[config.mk]
export PLATFORM = sky130hd
export DESIGN_NAME = errmod_arbiter
export DESIGN_NICKNAME = d
export VERILOG_FILES = /design/src/rtl/errmod_arbiter.sv
export SDC_FILE = /design/constraint.sdc
export NUM_CORES = 1
export LEC_CHECK = 0
export CAP_MARGIN = 10
export CORE_UTILIZATION = 35
export DETAILED_ROUTE_END_ITERATION = 6
export GPL_ROUTABILITY_DRIVEN = 0
export PLACE_DENSITY_LB_ADDON = 0.3
export SYNTH_ARGS = -nofsm -noshare
export SYNTH_HDL_FRONTEND = slang
export SYNTH_SLANG_ARGS = --single-unit
export TNS_END_PERCENT = 5
[constraint.sdc]
create_clock -name clk -period 1.7 [get_ports clk]
set_input_delay 0.34 -clock clk [delete_from_list [all_inputs] [get_ports clk]]
set_output_delay 0.34 -clock clk [all_outputs]
set_load 0.02 [all_outputs]
[src/rtl/errmod_arbiter.sv]
// errmod_arbiter
//   Shares one JPEG-LS error-modulo-reduction + error-mapping datapath
//   between two residual producers and forwards tagged results to the
//   Golomb coder.
//
//   Stage 1 (s1) holds the reduced residual, -2^(M-1) .. 2^(M-1)-1.
//   Stage 2 (s2) is the output register and holds the mapped MErrval.
//
// Ports
//   clk, rst_n             : clock (rising edge), async active-low reset
//   reg_valid/reg_err/     : requester 0, regular-mode coding path
//     reg_ready
//   run_valid/run_err/     : requester 1, run-interruption coding path
//     run_ready
//   out_valid/out_ready    : result handshake toward the Golomb coder
//   out_errmod             : reduced residual, signed
//   out_merr               : mapped value, unsigned
//   out_src                : 0 = regular, 1 = run
//   busy                   : either pipeline stage holds data
//
// Handshake rule (all three interfaces): a transfer happens on a rising
// edge where valid && ready are both high. ready is derived only from the
// valids and pipeline occupancy, never from the data, and at most one of
// reg_ready/run_ready is high in a cycle.
module errmod_arbiter #(
  parameter int residual_length    = 9,
  parameter int modresidual_length = 8,
  parameter int FIXED_PRIO         = 0
) (
  input  logic                          clk,
  input  logic                          rst_n,
  input  logic                          reg_valid,
  input  logic [residual_length-1:0]    reg_err,
  output logic                          reg_ready,
  input  logic                          run_valid,
  input  logic [residual_length-1:0]    run_err,
  output logic                          run_ready,
  output logic                          out_valid,
  input  logic                          out_ready,
  output logic [modresidual_length-1:0] out_errmod,
  output logic [modresidual_length-1:0] out_merr,
  output logic                          out_src,
  output logic                          busy
);

  localparam int RL = residual_length;
  localparam int MW = modresidual_length;

  logic          s1_valid_q;
  logic          s1_src_q;
  logic [MW-1:0] s1_errmod_q;
  logic          s2_valid_q;
  logic          s2_src_q;
  logic [MW-1:0] s2_errmod_q;
  logic [MW-1:0] s2_merr_q;
  logic          last_grant_q;

  logic          adv1;
  logic          adv2;
  logic          grant;
  logic          accept;
  logic [MW-1:0] sel_errmod;
  logic [MW-1:0] s1_merr;

  // Bits above the modulo width never influence the reduced residual:
  // adding 2^M and then subtracting 2^M when e' >= 2^(M-1) is exactly
  // "keep the low M bits and read them as signed".
  logic unused_hi;
  assign unused_hi = ^{reg_err[RL-1:MW], run_err[RL-1:MW]};

  always_comb begin
    adv2 = !s2_valid_q || out_ready;
    adv1 = !s1_valid_q || adv2;

    // Contention: round-robin against the last winner, or run always wins.
    if (reg_valid && run_valid) begin
      grant = (FIXED_PRIO != 0) ? 1'b1 : !last_grant_q;
    end else begin
      grant = run_valid;
    end

    reg_ready  = adv1 && !grant && reg_valid;
    run_ready  = adv1 &&  grant && run_valid;
    accept     = reg_ready || run_ready;

    sel_errmod = grant ? run_err[MW-1:0] : reg_err[MW-1:0];

    // 2e for e >= 0 and -2e-1 = ~(2e) for e < 0, all modulo 2^M.
    s1_merr    = {s1_errmod_q[MW-2:0], 1'b0} ^ {MW{s1_errmod_q[MW-1]}};
  end

  always_ff @(posedge clk or negedge rst_n) begin
    if (!rst_n) begin
      s1_valid_q   <= 1'b0;
      s1_src_q     <= 1'b0;
      s1_errmod_q  <= '0;
      s2_valid_q   <= 1'b0;
      s2_src_q     <= 1'b0;
      s2_errmod_q  <= '0;
      s2_merr_q    <= '0;
      // Regular path wins the first contention after reset.
      last_grant_q <= 1'b1;
    end else begin
      if (adv1) begin
        s1_valid_q <= accept;
        if (accept) begin
          s1_errmod_q  <= sel_errmod;
          s1_src_q     <= grant;
          last_grant_q <= grant;
        end
      end
      if (adv2) begin
        s2_valid_q <= s1_valid_q;
        if (s1_valid_q) begin
          s2_errmod_q <= s1_errmod_q;
          s2_merr_q   <= s1_merr;
          s2_src_q    <= s1_src_q;
        end
      end
    end
  end

  assign out_valid  = s2_valid_q;
  assign out_errmod = s2_errmod_q;
  assign out_merr   = s2_merr_q;
  assign out_src    = s2_src_q;
  assign busy       = s1_valid_q || s2_valid_q;

endmodule

==> results.toml, run 1 <==
[run_status]
status = "completed"

[drt]
dr_total_vias = 964
drcViolationCount = 0
wirelength_um = 2830
dr.pass1.iters = 4
drtAntennaViolNets = 0
via_per_inst = 5.02
wl_per_cell_um = 14.8
drt_iter0_drc = 29

[global_route]
use_met2_pct = 27.5
groute.layer.met1.usage_pct = 21.5
grt_usage_pct = 16.5
overflow = 0
grt_max_degree = 29
grt_antenna_before_repair = 0
grt_pass1_wl_um = 4410
grt_pass1_vias = 911
grt_use_met3_pct = 4.55
grt-busiest-layer = "met2"

[logic_synthesis]
ys_types = 28
syn_area_per_cell_um2 = 13.6
yosysSeqAreaShare_pct = 55.9
synth_nets = 115
yosysTopAreaCell = "dfrtp_1"
synth_seq_cells = 28
mappedNetlistArea_mm2 = 0.00125
synth.area.top_cells = "dfrtp_1, mux2_2, a2bb2oi_1, o32ai_1, xor2_1"
ys_warn_count = 0
synth_cells = 92
yosys.area.top_type_share_pct = 53.8

[sta]
fmax_mhz = 601
worst_slack_ns = 0.0357
hold-worst-slack_ns = 0.371
hold_viol = 0
slew_headroom_pct = 71.3
tightest_slew_ns = 0.431
skew_ns = 0.00702
setup_viol = 0
grt_setup_unrepaired = "true"
finalMaxSlewViolations = 0
fin_crit_ns = 1.66
fin_tns_setup_ns = 0
min_period_over_period_pct = 97.9

[die]
die_x_um = 61.9
start_util_pct = 37.0
die_y_um = 61.9
io_pins = 44
dieArea_mm2 = 0.00383
core_area_mm2 = 0.00339
num_rows = 21

[placed_design]
hpwlAfterDp_um = 2060
post-place-cells = 187
io_buffers = 41
dp_slack_ns = -0.494

[critical_path]
max_stage_delay_ns = 0.41
cp_slowest_cell = "dfrtp_1"
worstPathArrival_ns = 1.32
r2r_end = "s1_errmod_q[6]$_DFFE_PN0P_"
r2r_slack_ns = 0.27
crit_path_end = "busy"
cp_max_fo = 4
endpoint_kind = "output port"
required_ns = 1.36
worstSetupPathType = "reg2out"
critPathLaunch = "out_valid$_DFFE_PN0P_"
start_kind = "register"
reg2reg_depth = 6
r2r-start = "s1_valid_q$_DFFE_PN0N_"
cp_cell_sequence = "buf_4, or2_2, buf_2"

[hold_path]
hold_path_class = "in2async"

[clocking]
clk_pin_slew_ns = 0.15
clock-root-buffer = "clkbuf_4"
holdBufCountCts = 0
clockBufferDepth = 2
clock_sinks = 28
ctsHtreeMaxLevel = 1
cts_buffers = 3
insertion_delay_ns = 0.32
tritoncts = "yes"

[layout]
diodes = 0
drive_gt1_share_pct = 31.5
area_growth_pct = 48.5
most-common-layout-cells = "dfrtp_1, clkdlybuf4s50_1, mux2_2, buf_4, dlymetal6s2s_1"
nNetsFinal = 170
final_common_cell = "dfrtp_1"
fin_cells = 192

[power]
ir_drop_v = 0.000657
p_leak_nw = 0.852
power.density_mw_per_mm2 = 1160
power_mw = 2.17

[job]
drv_cap = 0
## flip-flops by register name (all words and copies together) (netlist names)
name          cells
last_grant_q      1
s1_valid_q        1
s1_errmod_q       8
out_src           1
out_merr          8
s1_src_q          1
out_valid         1
out_errmod        7
## per-layer routing
metal / routed length, µm / share of wire [%]
met1: 1250 / 44
met2: 1440 / 51
met3: 131 / 4.6
met4: 15 / 0.53
met5: 0 / 0
## worst min path at each step
stage          slack, ns                   endpoint                      start  cells past startpoint
2_1_floorplan       0.04  out_errmod[0]$_DFFE_PN0P_                      rst_n                      0
3_3_place_gp        0.49    out_merr[2]$_DFFE_PN0P_    out_merr[2]$_DFFE_PN0P_                      1
3_5_place_dp        0.49  out_errmod[3]$_DFFE_PN0P_  out_errmod[3]$_DFFE_PN0P_                      1
4_1_cts             0.38      out_valid$_DFFE_PN0P_                      rst_n                      2
5_1_grt             0.38      out_valid$_DFFE_PN0P_                      rst_n                      2
6_report            0.37      out_valid$_DFFE_PN0P_                      rst_n                      2
## synth_stat cells
library cell	instances
dfrtp_1	27
mux2_2	16
a2bb2oi_1	7
o32ai_1	7
xor2_1	7
buf_6	3
buf_2	2
nand2b_1	2
nor2_1	2
a21bo_1	1
a21boi_0	1
a21oi_1	1
a31oi_1	1
and3b_1	1
buf_4	1
dfstp_2	1
inv_2	1
nand2_1	1
nand2_2	1
nand3_1	1
nand3b_1	1
nor2_2	1
nor2b_1	1
nor3_1	1
o221a_2	1
o22a_1	1
o32a_1	1
or2_2	1
## worst max-delay path: cells and delay by family, from the launching register on
family                 cells  cell delay [ns]
buffers and inverters      2             0.31
flip-flops                 1             0.41
AND/OR/NAND/NOR            1             0.28
## cells by family after synthesis
| kind of cell | count (synthesis) | share of synthesized area, % |
|---|---|---|
| simple gates | 13 | 5.98 |
| compound gates | 21 | 14.5 |
| mux | 16 | 14.4 |
| buf+inv | 7 | 4.39 |
| xor+xnor | 7 | 4.89 |
| flops | 28 | 55.9 |
## power breakdown
part,internal (mW),switching [mW]
Clock,0.131,0.189
Sequential,0.847,0.115
Combinational,0.489,0.394
## what timing repair did
item                                    CTS  global route
endpoints found under the hold margin     0             0
buffers inserted                          0             1
resized for setup                        15            17
endpoints found under the setup margin    4            16
## final cells by class
class	count	area [µm²]
multi-input cells	57	504
fillers	296	1530
inverters	1	3.75
clock buffers	4	36.3
flip-flops and latches	28	702
well taps	46	57.6
repair buffers	56	559
## per-stage QoR
stage / instance area (µm²) / utilization, %
finish: 1860 / 55.0
global placement: 1790 / 52.8
detailed placement: 1790 / 52.8
global route: 1860 / 55.0
floorplan: 1250 / -
CTS: 1810 / 53.5
Note: power is estimated with default switching activity, not from simulation.
==> inputs of run 2 (changes only) <==
--- a/config.mk
+++ b/config.mk
@@ -5,8 +5,7 @@
 export SDC_FILE = /design/constraint.sdc
 export NUM_CORES = 1
 export LEC_CHECK = 0
-export CAP_MARGIN = 10
-export CORE_UTILIZATION = 35
+export CORE_UTILIZATION = 44
 export DETAILED_ROUTE_END_ITERATION = 6
 export GPL_ROUTABILITY_DRIVEN = 0
 export PLACE_DENSITY_LB_ADDON = 0.3
==> results.toml, run 2 (synthesis gave the netlist of run 1 again) <==
[global_route]
grt_usage_pct = 19.2
grt_max_degree = 29
grt_pass1_vias = 1002
overflow = 0
grt_antenna_before_repair = 0
grt_pass1_wl_um = 4610

[clocking]
clk_pin_slew_ns = 0.14
tritoncts = "yes"
cts_buffers = 3
ctsHtreeMaxLevel = 1
clock-root-buffer = "clkbuf_4"
insertion_delay_ns = 0.31
post_cts_buffers = 0
clock_sinks = 28
clockBufferDepth = 2

[layout]
nFillCells = 226
nNetsFinal = 170
area_growth_pct = 44.6
final_area_mm2 = 0.00181
most-common-layout-cells = "clkdlybuf4s50_1, dfrtp_1, mux2_2, buf_4"
drive_gt1_share_pct = 30.8
area.sequential_um2 = 702
multi_input_area_um2 = 504
final_common_cell = "clkdlybuf4s50_1"
diodes = 0

[drt]
wl_per_cell_um = 14.9
drtAntennaViolNets = 0
dr.pass1.iters = 4
dr_total_vias = 934
drcViolationCount = 0
via_per_inst = 5.28
drt_iter0_drc = 16
wirelength_um = 2640

[placed_design]
io_buffers = 41
dp_slack_ns = -0.459
place_area_mm2 = 0.00178

[power]
ir_drop_v = 0.000903
p_switching_mw = 0.685
p_int_mw = 1.44
pwr-share-clk_pct = 12.5
p_leak_nw = 0.779
power_mw = 2.12
switching_share_pct = 32.3
p_comb_share_pct = 41.7
power.density_mw_per_mm2 = 1170
seqPwrFrac_pct = 45.8

[hold_path]
hold_path_class = "in2reg"
holdPathStages = 3
holdPathEnd = "out_valid$_DFFE_PN0P_"
min_from = "out_ready"

[critical_path]
r2r_slack_ns = 0.29
crit_buf_inv = 2
max_stage_delay_ns = 0.41
cp_max_fo = 4
required_ns = 1.36
cp_slowest_cell = "dfrtp_1"
worstPathArrival_ns = 1.30
endpoint_kind = "output port"
reg2reg_depth = 4
critical-path-top-delay-family = "flip-flops"
r2r_end = "s1_errmod_q[2]$_DFFE_PN0P_"
cp_cell_sequence = "buf_4, or2_2, buf_2"
worstSetupPathType = "reg2out"
r2r-start = "last_grant_q$_DFFE_PN1P_"
start_kind = "register"
crit_cells = 3

[sta]
worst_slack_ns = 0.0605
tightest_slew_ns = 0.467
min_period_over_period_pct = 96.4
fin_tns_setup_ns = 0
fmax_mhz = 610
setup_viol = 0
skew_ns = 0.00530
finalMaxSlewViolations = 0
hold-worst-slack_ns = 0.368
hold_viol = 0
grt_setup_unrepaired = "true"
fin_crit_ns = 1.64
slew_headroom_pct = 68.9

[die]
start_util_pct = 45.9
die_y_um = 55.4
core_area_mm2 = 0.00273
die_x_um = 55.4
io_pins = 44
dieArea_mm2 = 0.00307
num_rows = 19

[job]
drv_cap = 0

[run_status]
status = "completed"
[run 2: cell count changes in the layout (fill, tap and decap cells not counted)]
cell             before  now
dlymetal6s2s_1       14    6
clkbuf_1              0    1
clkdlybuf4s50_1      23   31
clkbuf_8              1    0
[run 2: metrics by stage]
| stage | std cells | util, % |
|---|---|---|
| after detailed placement | 173 | 65.0 |
| after global routing | 177 | 66.4 |
| after floorplan | 92 | - |
| final | 177 | 66.4 |
| after CTS | 177 | 65.4 |
| after global placement | 173 | 65.0 |
[run 2: area by class of cell]
class                           count  share of cell area (%)
Inverter                            1                   0.207
Tap cell                           31                    2.14
Clock buffer                        4                    1.45
Timing Repair Buffer               56                    29.7
Multi-Input combinational cell     57                    27.8
Sequential cell                    28                    38.7
[run 2: worst register-to-register path: stages (launching register included)]
cell and delay (ns):
dfstp_2 0.60, nor2b_1 0.08, buf_4 0.17, o32a_1 0.30, o22a_1 0.19
[run 2: power groups by stage]
stage / registers (mW) / logic, mW / clock network [mW]
6_report: 0.973 / 0.885 / 0.266
5_1_grt: 0.999 / 0.940 / 0.316
4_1_cts: 0.976 / 0.896 / 0.287
3_5_place_dp: 0.990 / 0.900 / 0
3_3_place_gp: 0.976 / 0.881 / 0
2_1_floorplan: 1.12 / 0.328 / 0
[run 2: repair_timing]
| item | CTS | global route |
|---|---|---|
| gates resized for setup | 14 | 10 |
| hold buffers | 0 | 0 |
| endpoints found under the setup margin | 4 | 7 |
[run 2: per-layer routing]
layer	vias to the layer above	track usage (%)	wire length [µm]	share of wire [%]
li1	446	-	-	-
met3	2	3.75	117	4.4
met1	459	24.0	1200	45
met5	-	0	0	0
met2	27	33.4	1310	50
met4	0	6.43	13	0.49
[run 2: worst max-delay path by stage]
stage | start | endpoint | slack [ns]
after detailed placement | out_ready | reg_ready | -0.46
after global placement | out_ready | reg_ready | -0.45
after CTS | out_ready | reg_ready | -0.02
after global routing | out_valid$_DFFE_PN0P_ | busy | -0.02
final | out_valid$_DFFE_PN0P_ | busy | 0.06
after floorplan | out_valid$_DFFE_PN0P_ | reg_ready | 0.16
==> inputs of run 3 (changes only) <==
--- a/config.mk
+++ b/config.mk
@@ -9,6 +9,7 @@
 export DETAILED_ROUTE_END_ITERATION = 6
 export GPL_ROUTABILITY_DRIVEN = 0
 export PLACE_DENSITY_LB_ADDON = 0.3
+export REMOVE_ABC_BUFFERS = 1
 export SYNTH_ARGS = -nofsm -noshare
 export SYNTH_HDL_FRONTEND = slang
 export SYNTH_SLANG_ARGS = --single-unit
==> results.toml, run 3 (synthesis gave the netlist of run 1 again) <==
[run_status]
status = "complete, but fails checks"
violations = "negative setup slack"

[die]
num_rows = 19
io_pins = 44
die_y_um = 55.4
dieArea_mm2 = 0.00307
die_x_um = 55.4
start_util_pct = 45.9
core_area_mm2 = 0.00273

[global_route]
grt_antenna_before_repair = 0
grt_pass1_wl_um = 4760
grt_usage_pct = 19.6
grt_pass1_vias = 1008
overflow = 0
grt_max_degree = 29

[clocking]
clockBufferDepth = 2
insertion_delay_ns = 0.32
cts_buffers = 3
clock_sinks = 28
post_cts_buffers = 0
clock-root-buffer = "clkbuf_4"
ctsHtreeMaxLevel = 1
holdBufCountCts = 0
clk_pin_slew_ns = 0.15
tritoncts = "yes"

[critical_path]
max_stage_delay_ns = 0.48
start_kind = "input pin"
worstPathArrival_ns = 1.37
cp_max_fo = 3
endpoint_kind = "output port"
cp_slowest_cell = "clkdlybuf4s50_1"
critical-path-top-delay-family = "buffers and inverters"
reg2reg_depth = 4
r2r_slack_ns = 0.34
cp_cell_sequence = "clkdlybuf4s50_1, and3b_1, nor3_2, buf_4"
crit_buf_inv = 2
r2r_end = "s1_errmod_q[2]$_DFFE_PN0P_"
required_ns = 1.36
r2r-start = "last_grant_q$_DFFE_PN1P_"
worstSetupPathType = "in2out"

[sta]
tightest_slew_ns = 0.455
grt_setup_unrepaired = "true"
fmax_mhz = 584
min_period_over_period_pct = 101
setup_viol = 1
skew_ns = 0.00121
worst_slack_ns = -0.0127
slew_headroom_pct = 69.7
hold-worst-slack_ns = 0.364
fin_tns_setup_ns = -0.0127
fin_crit_ns = 1.71
finalMaxSlewViolations = 0
hold_viol = 0

[placed_design]
hpwlAfterDp_um = 2010
place_area_mm2 = 0.00177
io_buffers = 41
post-place-cells = 172
dp_slack_ns = -0.477

[drt]
wl_per_cell_um = 15.7
drt_iter0_drc = 10
drcViolationCount = 0
dr.pass1.iters = 6
wirelength_um = 2760
dr_total_vias = 975
via_per_inst = 5.54
drtAntennaViolNets = 0

[power]
power.density_mw_per_mm2 = 1250
p_leak_nw = 0.800
ir_drop_v = 0.000876
power_mw = 2.29

[layout]
post-route-util_pct = 67.1
most-common-layout-cells = "clkdlybuf4s50_1, dfrtp_1, mux2_2"
area_growth_pct = 46.2
diodes = 0
final_common_cell = "clkdlybuf4s50_1"
drive_gt1_share_pct = 30.3
fin_cells = 176
nNetsFinal = 169
final_area_mm2 = 0.00183
nFillCells = 216

[job]
drv_cap = 0

[hold_path]
hold_path_class = "in2async"
## run 3: worst register-to-register path, stage by stage, from the launching register on
cell     delay, ns
dfstp_2       0.57
nor2b_1       0.06
buf_4         0.16
o32a_1        0.28
o22a_1        0.19
## run 3: repair_timing
item / in CTS / in global routing
gates cloned: 0 / 0
hold endpoints to repair: 0 / 0
gates resized for setup: 15 / 9
endpoints found under the setup margin: 4 / 10
## run 3: worst max path at each step
stage                                      from        end  slack, ns  depth (start not counted)
final                                 out_ready  reg_ready      -0.01                          4
after global routing                  out_ready  reg_ready      -0.05                          4
after CTS                 out_valid$_DFFE_PN0P_       busy      -0.05                          3
after detailed placement              out_ready  reg_ready      -0.48                          4
after floorplan           out_valid$_DFFE_PN0P_  reg_ready       0.16                          2
after global placement                out_ready  reg_ready      -0.48                          4
## run 3: power by group
part | internal (mW) | switching (mW) | leakage, nW
sequential | 0.847 | 0.121 | 0.312
combinational | 0.497 | 0.394 | 0.460
clock | 0.238 | 0.191 | 0.0279
total | 1.58 | 0.707 | 0.800
## run 3: layout make-up
class	count	area (µm²)	area share, %
Tap cell	31	38.8	2.11
Multi-Input combinational cell	57	503	27.4
Timing Repair Buffer	55	534	29.1
Clock inverter	1	30.0	1.64
Clock buffer	3	22.5	1.23
Sequential cell	28	702	38.3
Inverter	1	3.75	0.205
## run 3: per-layer routing
layer / up-vias / part of all wire (%) / GRT usage [%] / routed length, µm
met4: 0 / 1.2 / 7.50 / 34
li1: 448 / - / - / -
met3: 5 / 5.2 / 3.98 / 143
met5: - / 0 / 0 / 0
met2: 31 / 52 / 34.9 / 1440
met1: 491 / 41 / 23.2 / 1140
